==> config.mk <==
export PLATFORM = sky130hd
export DESIGN_NAME = hba_rr_arbiter
export DESIGN_NICKNAME = d
export VERILOG_FILES = /design/src/rtl/hba_arb_pkg.sv /design/src/rtl/hba_rr_pick.sv /design/src/rtl/hba_rr_arbiter.sv
export SDC_FILE = /design/constraint.sdc
export NUM_CORES = 1
export LEC_CHECK = 0
export ABC_AREA = 1
export CORE_MARGIN = 2
export CORE_UTILIZATION = 30
export DETAILED_ROUTE_END_ITERATION = 10
export PLACE_DENSITY = 0.64
export RECOVER_POWER = 25
export REMOVE_ABC_BUFFERS = 1
export SETUP_SLACK_MARGIN = 0.3
export SYNTH_ARGS = -nofsm -noshare
export SYNTH_HDL_FRONTEND = slang
export SYNTH_SLANG_ARGS = --single-unit
==> constraint.sdc <==
create_clock -name hba_clk -period 2.17 [get_ports hba_clk]
set_input_delay 0.3255 -clock hba_clk [delete_from_list [all_inputs] [get_ports hba_clk]]
set_output_delay 0.3255 -clock hba_clk [all_outputs]
set_load 0.01 [all_outputs]
==> src/rtl/hba_arb_pkg.sv <==
// hba_arb_pkg: shared state encoding and sizing for the HBA round-robin arbiter
package hba_arb_pkg;
    localparam int MAX_MASTERS = 4;
    localparam int OWNER_W = $clog2(MAX_MASTERS);
    typedef enum logic [1:0] {
        ST_IDLE    = 2'd0,
        ST_GRANT   = 2'd1,
        ST_XFER    = 2'd2,
        ST_RELEASE = 2'd3
    } arb_state_e;
endpackage

==> src/rtl/hba_rr_pick.sv <==
// hba_rr_pick: combinational rotating-priority encoder, search starts one past last_owner
module hba_rr_pick
    import hba_arb_pkg::*;
#(
    parameter int NUM_MASTERS = 4
) (
    input  logic [MAX_MASTERS-1:0] req,
    input  logic [OWNER_W-1:0]     last_owner,
    output logic [OWNER_W-1:0]     winner,
    output logic                   valid
);
    // Walk from the farthest candidate inwards so the nearest one after last_owner wins.
    always_comb begin
        winner = '0;
        valid = 1'b0;
        for (int i = NUM_MASTERS; i >= 1; i--) begin
            if (req[(int'(last_owner) + i) % NUM_MASTERS]) begin
                winner = OWNER_W'((int'(last_owner) + i) % NUM_MASTERS);
                valid = 1'b1;
            end
        end
    end
endmodule

==> src/rtl/hba_rr_arbiter.sv <==
// hba_rr_arbiter: round-robin HBA bus arbiter; optional watchdog via HBA_ARB_WATCHDOG_EN
module hba_rr_arbiter
    import hba_arb_pkg::*;
#(
    parameter int NUM_MASTERS    = 4,
    parameter int TIMEOUT_CYCLES = 1024,
    parameter int TO_WIDTH       = 16
) (
    input  logic                   hba_clk,
    input  logic                   hba_reset,
    input  logic [MAX_MASTERS-1:0] hba_mrequest,
    input  logic                   hba_select,
    input  logic                   hba_xferack,
    output logic [MAX_MASTERS-1:0] hba_mgrant,
    output logic [OWNER_W-1:0]     arb_owner,
    output logic                   arb_busy,
    output logic                   arb_timeout
);
    localparam logic [OWNER_W-1:0] OWNER_RST = OWNER_W'(NUM_MASTERS - 1);

    arb_state_e state_q, state_d;
    logic [MAX_MASTERS-1:0] grant_q, grant_d;
    logic [OWNER_W-1:0] owner_q, owner_d;
    logic busy_q, busy_d;
    logic [OWNER_W-1:0] pick_idx;
    logic pick_vld;
    logic owner_req;
    logic wd_fire;

    hba_rr_pick #(.NUM_MASTERS(NUM_MASTERS)) u_pick (
        .req        (hba_mrequest),
        .last_owner (owner_q),
        .winner     (pick_idx),
        .valid      (pick_vld)
    );

    assign owner_req = hba_mrequest[owner_q];

    always_ff @(posedge hba_clk or negedge hba_reset) begin
        if (!hba_reset) begin
            state_q <= ST_IDLE;
            grant_q <= '0;
            owner_q <= OWNER_RST;
            busy_q  <= 1'b0;
        end else begin
            state_q <= state_d;
            grant_q <= grant_d;
            owner_q <= owner_d;
            busy_q  <= busy_d;
        end
    end

    // Grant/transfer share one exit rule: hold while selected, park while still requested.
    always_comb begin
        state_d = state_q;
        if (wd_fire) state_d = ST_RELEASE;
        else begin
            unique case (state_q)
                ST_IDLE:    state_d = pick_vld ? ST_GRANT : ST_IDLE;
                ST_GRANT,
                ST_XFER:    state_d = hba_select ? ST_XFER : (owner_req ? ST_GRANT : ST_RELEASE);
                ST_RELEASE: state_d = ST_IDLE;
                default:    state_d = ST_IDLE;
            endcase
        end
    end

    always_comb begin
        grant_d = grant_q;
        owner_d = owner_q;
        if (state_q == ST_IDLE && pick_vld) begin
            grant_d = MAX_MASTERS'(1) << pick_idx;
            owner_d = pick_idx;
        end else if (state_d == ST_RELEASE) begin
            grant_d = '0;
        end
        busy_d = |grant_d;
    end

    assign hba_mgrant = grant_q;
    assign arb_owner  = owner_q;
    assign arb_busy   = busy_q;

`ifdef HBA_ARB_WATCHDOG_EN
    logic [TO_WIDTH-1:0] wd_cnt_q, wd_cnt_d;
    logic timeout_q, timeout_d;
    logic wd_active;

    assign wd_active = (state_q == ST_GRANT) || (state_q == ST_XFER);
    // An ack in the limit cycle suppresses the timeout.
    assign wd_fire = wd_active && !hba_xferack && (wd_cnt_q >= TO_WIDTH'(TIMEOUT_CYCLES - 1));

    always_comb begin
        wd_cnt_d = (!wd_active || hba_xferack || (state_d == ST_GRANT && state_q != ST_GRANT)) ? '0 :
                   (&wd_cnt_q ? wd_cnt_q : wd_cnt_q + 1'b1);
        timeout_d = wd_fire;
    end

    always_ff @(posedge hba_clk or negedge hba_reset) begin
        if (!hba_reset) begin
            wd_cnt_q  <= '0;
            timeout_q <= 1'b0;
        end else begin
            wd_cnt_q  <= wd_cnt_d;
            timeout_q <= timeout_d;
        end
    end

    assign arb_timeout = timeout_q;
`else
    logic unused_wd;
    assign unused_wd = ^{hba_xferack, TO_WIDTH[0], TIMEOUT_CYCLES[0]};
    assign wd_fire = 1'b0;
    assign arb_timeout = 1'b0;
`endif
endmodule
# After elaboration in Yosys (flattened, before gate mapping)
# Index checks and enable logic that the tools add are counted.
[classes] shift=1 muxes=28 n_lt_le_gt_ge=5 n_reduce_logical=8 n_bitwise=4 eq_ne=4 addsub=4
[op_table] operator="less-than comparator 3 x 4 -> 1 bit, second input constant" n=4
[op_table] operator="two-way mux 1 bit" n=14
[op_table] operator="two-way mux 2 bit" n=6
[op_table] operator="binary-select mux 1 bit (select 2 bit)" n=5
[op_table] operator="OR reduction 2 bit" n=5
[op_table] operator="two-way mux 4 bit" n=2
[op_table] operator="equality test 2 bit, second input constant" n=3
[op_table] operator="case mux 2 bit (3 select lines)" n=1
[op_table] operator="adder 2 x 1 -> 2 bit, second input constant" n=2
[op_table] operator="adder 2 bit, second input constant" n=2
[op_table] operator="AND 1 bit, first input constant" n=4
[op_table] operator="OR reduction 4 bit" n=1
[op_table] operator="<< shifter 1 x 2 -> 4 bit, first input constant" n=1
[op_table] operator="less-than comparator 2 x 3 -> 1 bit, second input constant" n=1
[op_table] operator="equality test 2 x 1 -> 1 bit, second input constant" n=1
[op_table] operator="logical NOT 2 bit" n=1
[op_table] operator="logical AND 1 bit" n=1
[totals] input_bits=8 register_bits=9 wordCells=58

# Logic depth before layout (Yosys ltp)
# Gate-level depths: netlist of the first run.
[logic_depth] word_depth=16 ltp_mapped=14 mapped_depth_nobuf=14

# Hierarchy
# Synthesis of the first run repeated with hierarchy kept, for this count alone.
[hier_totals] cells_unflattened=113 hier_area_um2=737.0
[modules_own_cells] mod="hba_rr_arbiter" n_inst=1 area_each_um2=510.5 cells_per_inst=64 seq_area_each_um2=227.7
[modules_own_cells] mod="hba_rr_pick" n_inst=1 area_each_um2=226.5 cells_per_inst=49 seq_area_each_um2=0.0

# Worst setup path before layout of the first run
# Ideal clock, no wire load.
[synth_path] kind="flip-flop to flip-flop" startpoint="reg owner_q[0], in the netlist arb_owner[0]" endpoint="reg busy_q, in the netlist arb_busy" t_arrival_ns=1.477 n_path_buf=0 period_less_slack_ns=1.594 path_stages_with_launch=14 setup_time_ns=0.117 t_required_ns=2.053 setup_slack_ns=0.576 cell_sequence="dfstp_2 inv_2 nand2_2 nand2_2 nand2_4 nand2_4 nor2_2 nand3_1 nand2_2 inv_2 nand2_1 nand2_2 nor2_2 nand2_1"
[synth_between] elab_chain_len=14 elab_cells_between_ends=36 classes_between="add/sub: 4; eq/ne: 1; shift: 1; mux: 28; reduce/logical: 2"
[synth_rtl] element="from (decl)" line_no="hba_rr_arbiter.sv:23" rtl="logic [OWNER_W-1:0] owner_q, owner_d;"
[synth_rtl] element="from (signal assigned)" line_no="hba_rr_arbiter.sv:48" rtl="owner_q <= owner_d;"
[synth_rtl] element="adder 2 x 1 -> 2 bit" line_no="hba_rr_pick.sv:17, hba_rr_pick.sv:18"
[synth_rtl] element="binary-select mux 1 bit (select 2 bit)" line_no="hba_rr_pick.sv:17" rtl="if (req[(int'(last_owner) + i) % NUM_MASTERS]) begin"
[synth_rtl] element="two-way mux 1 bit (implied by the code) (2 in series)" line_no="hba_rr_pick.sv:17"
[synth_rtl] element="two-way mux 1 bit (4 in series)" line_no="hba_rr_pick.sv:17"
[synth_rtl] element="two-way mux 1 bit" line_no="hba_rr_arbiter.sv:59" rtl="ST_IDLE: state_d = pick_vld ? ST_GRANT : ST_IDLE;"
[synth_rtl] element="case mux 2 bit (3 select lines)" line_no="hba_rr_arbiter.sv:58" rtl="unique case (state_q)"
[synth_rtl] element="equality test 2 bit" line_no="hba_rr_arbiter.sv:74" rtl="end else if (state_d == ST_RELEASE) begin"
[synth_rtl] element="two-way mux 4 bit" line_no="hba_rr_arbiter.sv:74"
[synth_rtl] element="two-way mux 4 bit (*)" line_no="hba_rr_arbiter.sv:71" rtl="if (state_q == ST_IDLE && pick_vld) begin"
[synth_rtl] element="via grant_d[0]" line_no="hba_rr_arbiter.sv:22" rtl="logic [MAX_MASTERS-1:0] grant_q, grant_d;"
[synth_rtl] element="OR reduction 4 bit (*)" line_no="hba_rr_arbiter.sv:77" rtl="busy_d = |grant_d;"
[synth_rtl] element="via busy_d" line_no="hba_rr_arbiter.sv:24" rtl="logic busy_q, busy_d;"
[synth_rtl] element="to (signal assigned)" line_no="hba_rr_arbiter.sv:49" rtl="busy_q <= busy_d;"
[synth_rtl] element="to (decl)" line_no="hba_rr_arbiter.sv:24"
# Mark *: on every way through the listed nets, which the timed path passes. The rest lies on a longest branch. The select of a mux whose other input is x is not followed.
# A chain may end at the register's enable or synchronous reset.

# Worst setup path after layout of the first run
[layout_path] startpoint="reg owner_q[0], in the netlist arb_owner[0]" endpoint="out arb_owner[0]"
[layout_rtl] element="to (decl)" line_no="hba_rr_arbiter.sv:15" rtl="output logic [OWNER_W-1:0] arb_owner,"
# No word-level cell between the ends.

==> results.md, run 1 <==
- Placed cells: 137
- Worst endpoint data arrival time: 1.44 ns
- Post-synthesis compound-gate area fraction: 0.0659
- Pin count of the biggest net entering global routing: 10
- Via density: 4.44
- Yosys warnings: 0
- Nets: 124
- Crit path time final: 1.76 ns
- RD Place Congestion: 0.793
- Leading area contributor after synthesis: dfrtp_1
- Root buffer selected by CTS: clkbuf_4
- Pwr dens: 1630 nW/um^2
- Routed vias: 630
- Setup_tns: 0 ns
- Tot GR Track Use: 0.119
- Netlist cell types: 22
- Crit path max-delay family: flip-flops
- Area contributors post-synth: dfrtp_1 26%, nand2_1 18%, nand2_2 8.5%
- Post-synthesis adder-cell area fraction: 0.0188
- Share of layout cells above drive strength 1: 0.254
- Worst-case clock buffer depth: 2
- Mux share of post-synthesis cell area: 0
- Max Transition Viols Final: 0
- Post-Synthesis Cells: 97
- Syn avg cell area: 6.85 sq um
- WP depth: 1
- Most common cell in the netlist: nand2_1
- Pwr Total: 1.40 mW
- Post-route ant nets: 0
- Row count: 17
- Layout filler cell count: 228
- Dominant synthesized flop cell: dfrtp_1
- Critical path cell sequence: clkdlybuf4s50_1
- Max-cap viol count: 0
- Number of flops mapped to enable cells by yosys: 0
- Hold WC Path Type: in -> async
- Largest fanout on the critical path: 7
- Synth Area in XOR/XNOR: 0
- Status: finished clean
- Die span in x: 51.1 microns
- Final setup fails: 0
- Post-synthesis sequential area ratio: 0.343
- Fraction of registers with async set/reset: 1.00
- Post-synth top cells: 31 x nand2_1, 14 x inv_1, 9 x nand2_2
- Largest family of logic cells by synthesized area: simple AND/OR/NAND/NOR gates
- Design area: 861 sq um
- H-Tree Depth: 1
- Clock buffer count from CTS: 3
- Min Hold Slack: 0.423 ns
- Layout Area Growth over Synthesis: 29.6%
- Final worst-path cycle share: 0.813
- Share of the synthesized area in the top cell type: 0.264
- Post-DP HPWL: 1150 microns
- DP Area: 822 sq um
- Buf+Inv Stages, Crit Path: 1
- Worst-path clk slew: 0.06 ns
- Core ar.: 2150 sq um
- Final wirelength: 1420 microns
- Crit-path slowest cell: dfstp_2
- Initial drt markers: 7
- Max VDD drop: 0.572 mV
- Unrepaired setup endpoints after global routing: false
- Slowest Stage Delay on Critical Path: 0.62 ns
- Port Buffers: 13
- Worst Setup Path Type: reg -> out
- Reg2Reg Depth: 14
- Latest clock arrival within the worst-skew pair: 0.27 ns
- Fin cells: 142
- Synthesized area: 664 sq um
- Synth Area in Simple Gates: 0.448
- Fmax: 567 MHz
- DR WL/cell: 9.99 microns
- Die height: 51.1 microns
- Number of I/O pins: 16
- Final Hold Vio Count: 0
- Vias in the first global route: 570
- Antenna Cells: 0
- CP required: 1.84 ns
- Global-route wire length before repair: 2300 microns
- Yosys reg bits: 9
- Die area: 2610 sq um
- CTS tree: done
- 1st-pass router iterations: 4
- DRC: 0
- Initial Util: 0.309
- Gr ovfl total: 0
- Startpoint types: flip-flop
- Sink Count: 9
- Leakage: 0.456 nW
- Initial antenna violation count: 0
- Final clock skew: 0.00520 ns
- Setup crit end kind: output port
-- per-stage QoR --
step / worst slack [ns] / util
final: 0.405 / 0.401
after global routing: 0.303 / 0.401
after CTS: 0.407 / 0.395
after detailed placement: 0.288 / 0.383
after global placement: 0.317 / 0.383
after floorplan: 0.576 / -
-- flip-flops by register name, indices dropped and copies added, names as in the netlist --
name and cells:
hba_mgrant 4, arb_owner 2, state_q 2, arb_busy 1
-- power breakdown --
| group | internal [mW] | switching [mW] |
|---|---|---|
| clock | 0.0711 | 0.0624 |
| sequential | 0.261 | 0.0573 |
| combinational | 0.372 | 0.579 |
| total | 0.704 | 0.699 |
-- cell families after synthesis --
kind of cell	Yosys count
AOI/OAI and AO/OA	7
other	1
DFF	9
adders and majority gates	1
and+or+nand+nor	59
buffers and inverters	20
-- cell type report --
class                      instances  area [sq um]  share of cell area
multi-input combinational         68           360               0.419
sequential                         9           228               0.265
timing repair buffer              14           138               0.160
inverter                          19          73.8              0.0858
tap                               28          35.0              0.0407
clock buffer                       4          26.3              0.0305
-- layer usage --
layer,global-route usage,part of all wire
met5,0,0
met4,0.0586,0.0085
met3,0.0380,0.025
met2,0.210,0.52
met1,0.128,0.44
-- repair_timing --
item                       in CTS  in global routing
setup buffers                   0                  1
hold endpoints to repair        0                  0
hold buffers                    0                  0
resized for setup               0                  2
setup endpoints to repair       0                  1
-- cells in the final DEF, fill, tap and decap left out, drive strengths merged --
| cell | count |
|---|---|
| nand2 | 42 |
| inv | 18 |
| clkdlybuf4s50 | 12 |
| nand3 | 9 |
| dfrtp | 7 |
| nor2 | 6 |
| clkbuf | 4 |
| o21ai | 4 |
| nand4 | 2 |
| dfstp | 2 |
| o31ai | 1 |
| clkinv | 1 |
| a21oi | 1 |
| a211oi | 1 |
| ha | 1 |
| conb | 1 |
| dlygate4sd3 | 1 |
| buf | 1 |
-- worst paths after layout --
kind / start / end / slack (ns)
max: arb_owner[0] / arb_owner[0] / 0.41
min: hba_reset / hba_mgrant[0] / 0.42
max reg2reg: arb_owner[0] / arb_busy / 0.43
min reg2reg: hba_mgrant[3] / hba_mgrant[3] / 0.55
max in group asynchronous: hba_reset / arb_owner[0] / 1.42
min in group hba_clk: hba_mgrant[3] / hba_mgrant[3] / 0.55
No activity file was read; power rests on OpenSTA's default activity.
==> run 2, diff against run 1 <==
==> constraint.sdc (replaced) <==
create_clock -name hba_clk -period 1.8 [get_ports hba_clk]
set_input_delay 0.27 -clock hba_clk [delete_from_list [all_inputs] [get_ports hba_clk]]
set_output_delay 0.27 -clock hba_clk [all_outputs]
set_load 0.01 [all_outputs]
==> run 2 against run 1 <==
Total power increased by 37%. Setup slack lost 0.34 ns. Die area unchanged. Hold slack worse by 0.043 ns. Clock power up 20%. Design area is 12% higher. Clock skew shrank 0.0026 ns. Largest cell class unchanged.
==> results.md, run 2 (same netlist as run 1, synthesis figures left out) <==
- Antenna Cells: 0 (unchanged)
- Sink Count: 9 (unchanged)
- Initial antenna violation count: 0 (unchanged)
- Final setup fails: 0 (unchanged)
- Max VDD drop: 0.679 mV (was 0.572 mV)
- Placed cells: 137 (unchanged)
- DP Area: 822 sq um (unchanged)
- Multi-input logic area: 414 sq um (was 360 sq um)
- Final worst-path cycle share: 0.962
- Crit path time final: 1.73 ns
- DRC: 0 (unchanged)
- Startpoint types: flip-flop (unchanged)
- Port Buffers: 13 (unchanged)
- Tot GR Track Use: 0.136 (was 0.119)
- H-Tree Depth: 1 (unchanged)
- Global-route wire length before repair: 2590 microns (was 2300 microns)
- Finished Core Util: 0.447 (was 0.401)
- Reg2Reg Depth: 11 (was 14)
- RD Place Congestion: 0.793 (about the same)
- Hold WC Path Type: in -> async (unchanged)
- Fmax: 577 MHz
- Post-route ant nets: 0 (unchanged)
- DR WL/cell: 11.0 microns (was 9.99 microns)
- Clock buffer count from CTS: 3 (unchanged)
- Final Hold Vio Count: 0 (unchanged)
- Routed vias: 671 (was 630)
- Die area: 2610 sq um (unchanged)
- Worst endpoint data arrival time: 1.89 ns (was 1.44 ns)
- Max Transition Viols Final: 0 (unchanged)
- Worst reg2reg endpoint: arb_busy (unchanged)
- Crit. Startpoint: arb_owner[0] (unchanged)
- Layout filler cell count: 214 (was 228)
- Post-DP HPWL: 1140 microns (was 1150 microns)
- Min Hold Slack: 0.380 ns (was 0.423 ns)
- Largest fanout on the critical path: 7 (unchanged)
- Share of layout cells above drive strength 1: 0.417 (was 0.254)
- Die span in x: 51.1 microns (unchanged)
- Design area: 961 sq um (was 861 sq um)
- Final clock skew: 0.00261 ns (was 0.00520 ns)
- Setup_tns: 0 ns (unchanged)
- FF-to-FF Start: arb_owner[0] (unchanged)
- Setup crit end kind: flip-flop (was output port)
- Most frequent cells in the layout: 21 x nand2_1, 17 x nand2_2, 14 x inv_1 (was 30 x nand2_1, 14 x inv_1, 12 x clkdlybuf4s50_1)
- 1st-pass router iterations: 4 (unchanged)
- Worst-case clock buffer depth: 2 (unchanged)
- Number of I/O pins: 16 (unchanged)
- Vias in the first global route: 618 (was 570)
- Max-cap viol count: 0 (unchanged)
- Nets: 130 (was 124)
- Initial drt markers: 13 (was 7)
- Root buffer selected by CTS: clkbuf_4 (unchanged)
- CP required: 1.95 ns (was 1.84 ns)
- Die height: 51.1 microns (unchanged)
- Worst-path clk slew: 0.06 ns (about the same)
- Status: finished clean (unchanged)
- Place WS: -0.0420 ns (was 0.288 ns)
- Fin cells: 148 (was 142)
- Pwr dens: 2010 nW/um^2 (was 1630 nW/um^2)
- Internal reg-to-reg setup slack: 0.07 ns (was 0.43 ns)
- Pin count of the biggest net entering global routing: 10 (unchanged)
- Latest clock arrival within the worst-skew pair: 0.26 ns (was 0.27 ns)
- Row count: 17 (unchanged)
- Largest register FFs: 4 (unchanged)
- Leakage: 0.503 nW (was 0.456 nW)
- Hold buffer count at cts: 0 (unchanged)
- Via density: 4.53 (was 4.44)
- Worst Setup Path Type: reg -> reg (was reg -> out)
- Layout Area Growth over Synthesis: 44.6% (was 29.6%)
- Gr ovfl total: 0 (unchanged)
- Reg area: 228 sq um (unchanged)
- Initial Util: 0.309 (unchanged)
- Fin worst setup slack: 0.0680 ns (was 0.405 ns)
- Commonest non-fill, non-tap cell in the layout: nand2_1 (unchanged)
- Core ar.: 2150 sq um (unchanged)
- Setup crit end: arb_busy (was arb_owner[0])
- Pwr Total: 1.93 mW (was 1.40 mW)
- CTS tree: done (unchanged)
- Unrepaired setup endpoints after global routing: true (was false)
- Final wirelength: 1630 microns (was 1420 microns)
[run 2: cell types whose count changed in the layout (fill, tap and decap cells not counted), sizes merged]
| cell | previous run | this run |
|---|---|---|
| buf | 1 | 7 |
| clkbuf | 4 | 5 |
| clkdlybuf4s50 | 12 | 10 |
| clkdlybuf4s15 | 0 | 1 |
[run 2: worst min-delay path by stage]
stage	start	end	slack (ns)	cells past startpoint
floorplan	hba_reset	arb_busy	-0.03	0
global placement	hba_mgrant[3]	hba_mgrant[3]	0.53	2
detailed placement	hba_mgrant[3]	hba_mgrant[3]	0.53	2
CTS	hba_reset	state_q[1]	0.30	1
global route	hba_reset	hba_mgrant[3]	0.39	1
finish	hba_reset	hba_mgrant[3]	0.38	1
[run 2: area by class of cell]
class	instances	area share
multi-input combinational	68	0.431
sequential	9	0.237
timing repair buffer	20	0.189
inverter	19	0.0794
tap	28	0.0365
clock buffer	4	0.0273
[run 2: power breakdown]
part | switching (mW) | internal, mW
Combinational | 0.808 | 0.579
Clock | 0.0741 | 0.0857
Sequential | 0.0668 | 0.314
Total | 0.949 | 0.979
[run 2: critical path: stages, from the launching register on]
cell and delay [ns]:
dfstp_2 0.63, inv_4 0.09, nand2_2 0.10, nand2_1 0.08, nand2_2 0.09, nor2_2 0.05
nor2_4 0.16, inv_4 0.07, nand3_1 0.09, nand2_2 0.07, nor2_2 0.11, nand2_1 0.05
[run 2: repair_timing]
action / 4_1_cts / 5_1_grt
endpoints found under the setup margin: 8 / 10
buffers inserted: 7 / 0
pin swaps: 2 / 1
gates resized for setup: 18 / 7
[run 2: metal layers]
metal / GRT usage / up-vias / wire length (microns)
met5: 0 / - / 0
met4: 0.0541 / 0 / 0
met3: 0.0351 / 0 / 43
met2: 0.258 / 9 / 944
met1: 0.141 / 322 / 645
li1: - / 340 / -
==> run 3, diff against run 2 <==
--- a/config.mk
+++ b/config.mk
@@ -9,10 +9,11 @@
 export CORE_MARGIN = 2
 export CORE_UTILIZATION = 30
 export DETAILED_ROUTE_END_ITERATION = 10
-export PLACE_DENSITY = 0.64
+export PLACE_DENSITY_LB_ADDON = 0.05
 export RECOVER_POWER = 25
 export REMOVE_ABC_BUFFERS = 1
 export SETUP_SLACK_MARGIN = 0.3
 export SYNTH_ARGS = -nofsm -noshare
 export SYNTH_HDL_FRONTEND = slang
+export SYNTH_HIERARCHICAL = 1
 export SYNTH_SLANG_ARGS = --single-unit
==> run 3 against run 2 <==
Sequential cell count did not move. Setup slack lost 0.015 ns. Critical path depth up 2. Area after synthesis grew 11%. Total power grew 26%. Count of clock-buffer cells in the layout is the same. Cell count up 19%. Sequential power is 4% lower. Sequential share of layout area is 5.1 points lower.
==> results.md, run 3 <==
- Design area: 1230 sq um (was 961 sq um)
- Finished Core Util: 0.539 (was 0.447)
- Row count: 17 (unchanged)
- Number of flops mapped to enable cells by yosys: 0 (unchanged)
- Worst endpoint data arrival time: 1.90 ns (was 1.89 ns)
- Dominant synthesized flop cell: dfrtp_1 (unchanged)
- Area contributors post-synth: dfrtp_1 24%, nand2_1 22%, inv_1 11% (was dfrtp_1 26%, nand2_1 18%, nand2_2 8.5%)
- Final worst-path cycle share: 0.971 (was 0.962)
- Max VDD drop: 0.900 mV (was 0.679 mV)
- Largest fanout on the critical path: 8 (was 7)
- Setup crit end kind: flip-flop (unchanged)
- Root buffer selected by CTS: clkbuf_4 (unchanged)
- Nets: 159 (was 130)
- Fmax: 572 MHz (was 577 MHz)
- Routed vias: 777 (was 671)
- Netlist cell types: 19 (was 22)
- Status: finished clean (unchanged)
- DRC: 0 (unchanged)
- Final setup fails: 0 (unchanged)
- Fraction of registers with async set/reset: 1.00 (unchanged)
- Post-synthesis sequential area ratio: 0.309 (was 0.343)
- Crit path top cell by count: nand2_4 (was nand2_2)
- Worst-case clock buffer depth: 2 (unchanged)
- Slowest Stage Delay on Critical Path: 0.56 ns (was 0.63 ns)
- Tot GR Track Use: 0.142 (was 0.136)
- Layout Area Growth over Synthesis: 66.4% (was 44.6%)
- Antenna Cells: 0 (unchanged)
- Sink Count: 9 (unchanged)
- H-Tree Depth: 1 (unchanged)
- Fin worst setup slack: 0.0530 ns (was 0.0680 ns)
- Layout filler cell count: 231 (was 214)
- Clock buffer count from CTS: 3 (unchanged)
- DR WL/cell: 10.4 microns (was 11.0 microns)
- Leakage: 0.651 nW (was 0.503 nW)
- Most common cell in the netlist: nand2_1 (unchanged)
- Leading area contributor after synthesis: dfrtp_1 (unchanged)
- Most frequent cells in the layout: 22 x nand2_1, 22 x nand2_2, 18 x inv_1 (was 21 x nand2_1, 17 x nand2_2, 14 x inv_1)
- Setup_tns: 0 ns (unchanged)
- Syn avg cell area: 6.52 sq um (was 6.85 sq um)
- Pwr dens: 1980 nW/um^2 (was 2010 nW/um^2)
- Die height: 53.6 microns (was 51.1 microns)
- Via density: 4.41 (was 4.53)
- Min Hold Slack: 0.378 ns (was 0.380 ns)
- Hold WC Path Type: in -> async (unchanged)
- Placed cells: 165 (was 137)
- Post-route ant nets: 0 (unchanged)
- Gr ovfl total: 0 (unchanged)
- Worst-path clk slew: 0.07 ns (was 0.06 ns)
- Post-Synthesis Cells: 113 (was 97)
- Initial Util: 0.324 (was 0.309)
- Startpoint types: flip-flop (unchanged)
- Number of I/O pins: 16 (unchanged)
- Max-cap viol count: 0 (unchanged)
- Post-synth top cells: 43 x nand2_1, 21 x inv_1, 8 x nand2_2, 8 x nand3_1 (was 31 x nand2_1, 14 x inv_1, 9 x nand2_2)
- Max Transition Viols Final: 0 (unchanged)
- Global-route wire length before repair: 2920 microns (was 2590 microns)
- Critical path cell sequence: buf_12 > inv_8 > nand2_4 > nand2_4 > and2_4 > nand2_4 > nand2_4 > o21ai_4 > nand3_4 > nand2_1 > nand2_2 > nor2_2 > nand2_1 (was inv_4 > nand2_2 > nand2_1 > nand2_2 > nor2_2 > nor2_4 > inv_4 > nand3_1 > nand2_2 > nor2_2 > nand2_1)
- CP required: 1.96 ns (was 1.95 ns)
- Yosys reg bits: 9 (unchanged)
- Initial drt markers: 6 (was 13)
- Core ar.: 2280 sq um (was 2150 sq um)
- Place WS: -0.151 ns (was -0.0420 ns)
- Die span in x: 53.6 microns (was 51.1 microns)
- Largest register FFs: 4 (unchanged)
- Final Hold Vio Count: 0 (unchanged)
- Share of layout cells above drive strength 1: 0.534 (was 0.417)
- Die area: 2870 sq um (was 2610 sq um)
- Hold buffer count at cts: 0 (unchanged)
- Latest clock arrival within the worst-skew pair: 0.27 ns (was 0.26 ns)
- Vias in the first global route: 705 (was 618)
- RD Place Congestion: 0.733 (was 0.793)
- Worst Setup Path Type: reg -> reg (unchanged)
- 1st-pass router iterations: 6 (was 4)
- Share of the synthesized area in the top cell type: 0.238 (was 0.264)
- Pwr Total: 2.42 mW (was 1.93 mW)
- Crit path time final: 1.75 ns (was 1.73 ns)
- Yosys warnings: 6 (was 0)
- Initial antenna violation count: 0 (unchanged)
- Post-DP HPWL: 1300 microns (was 1140 microns)
- Synthesized area: 737 sq um (was 664 sq um)
- Final wirelength: 1840 microns (was 1630 microns)
- Pin count of the biggest net entering global routing: 10 (unchanged)
- CTS tree: done (unchanged)
- Crit-path slowest cell: dfstp_2 (unchanged)
- Final clock skew: 0.00715 ns (was 0.00261 ns)
- Fin cells: 176 (was 148)
- DP Area: 981 sq um (was 822 sq um)
- Unrepaired setup endpoints after global routing: true (unchanged)
- Port Buffers: 13 (unchanged)
[run 3: changes by cell type in the layout (fill, tap and decap cells not counted), sizes merged]
cell / change
buf: +14
nand2: +9
inv: +5
nand3: +3
nand4: -2
nor2: +2
a211oi: -1
a21oi: -1
and2: +1
clkdlybuf4s15: -1
clkinv: -1
ha: +1
o31ai: -1
[run 3: kinds of logic (layout without fill, tap and decap cells)]
logic type | Yosys count | in the layout | share of synthesized area
AOI/OAI and AO/OA | 4 | 4 | 0.0475
adders and majority gates | 2 | 2 | 0.0340
buffers and inverters | 25 | 60 | 0.153
DFF | 9 | 9 | 0.309
other | 1 | 1 | 0.00509
and+or+nand+nor | 72 | 72 | 0.452
[run 3: final cells by class]
class | instances | area, sq um | share of cell area
Clock buffer | 4 | 26.3 | 0.0214
Inverter | 23 | 96.3 | 0.0786
Multi-Input combinational cell | 79 | 541 | 0.441
Sequential cell | 9 | 228 | 0.186
Tap cell | 28 | 35.0 | 0.0286
Timing Repair Buffer | 33 | 300 | 0.245
[run 3: report_power, final]
group | internal (mW) | leakage [nW] | switching (mW) | total, mW
Combinational | 0.884 | 0.527 | 1.01 | 1.89
Sequential | 0.312 | 0.110 | 0.0530 | 0.366
Clock | 0.0858 | 0.0150 | 0.0801 | 0.166
Total | 1.28 | 0.651 | 1.14 | 2.42
[run 3: worst paths after layout]
path / from / endpoint / slack, ns / cells past startpoint
setup / recovery: arb_owner[0] / arb_busy / 0.05 / 13
hold / removal: hba_reset / state_q[1] / 0.38 / 1
setup reg to reg: arb_owner[0] / arb_busy / 0.05 / 13
hold reg to reg: hba_mgrant[1] / hba_mgrant[1] / 0.62 / 4
max in group asynchronous: hba_reset / arb_owner[1] / 1.09 / 1
min in group hba_clk: hba_mgrant[1] / hba_mgrant[1] / 0.62 / 4
[run 3: worst max-delay path: cells and delay by family (launching register included)]
family          cells  cell delay, ns
compound gates      1            0.07
simple gates       10            0.81
buf+inv             2            0.19
flops               1            0.56
[run 3: per-layer routing]
| layer | GRT usage | up-vias | share of wire |
|---|---|---|---|
| met4 | 0.0641 | 0 | 0.0076 |
| met5 | 0 | - | 0 |
| met3 | 0.0250 | 2 | 0.031 |
| li1 | - | 403 | - |
| met1 | 0.165 | 360 | 0.43 |
| met2 | 0.251 | 12 | 0.53 |
[run 3: timing repair]
action | in CTS | in global routing
gates resized for setup | 13 | 42
setup buffers | 4 | 3
endpoints found under the setup margin | 9 | 10
pin swaps | 10 | 18
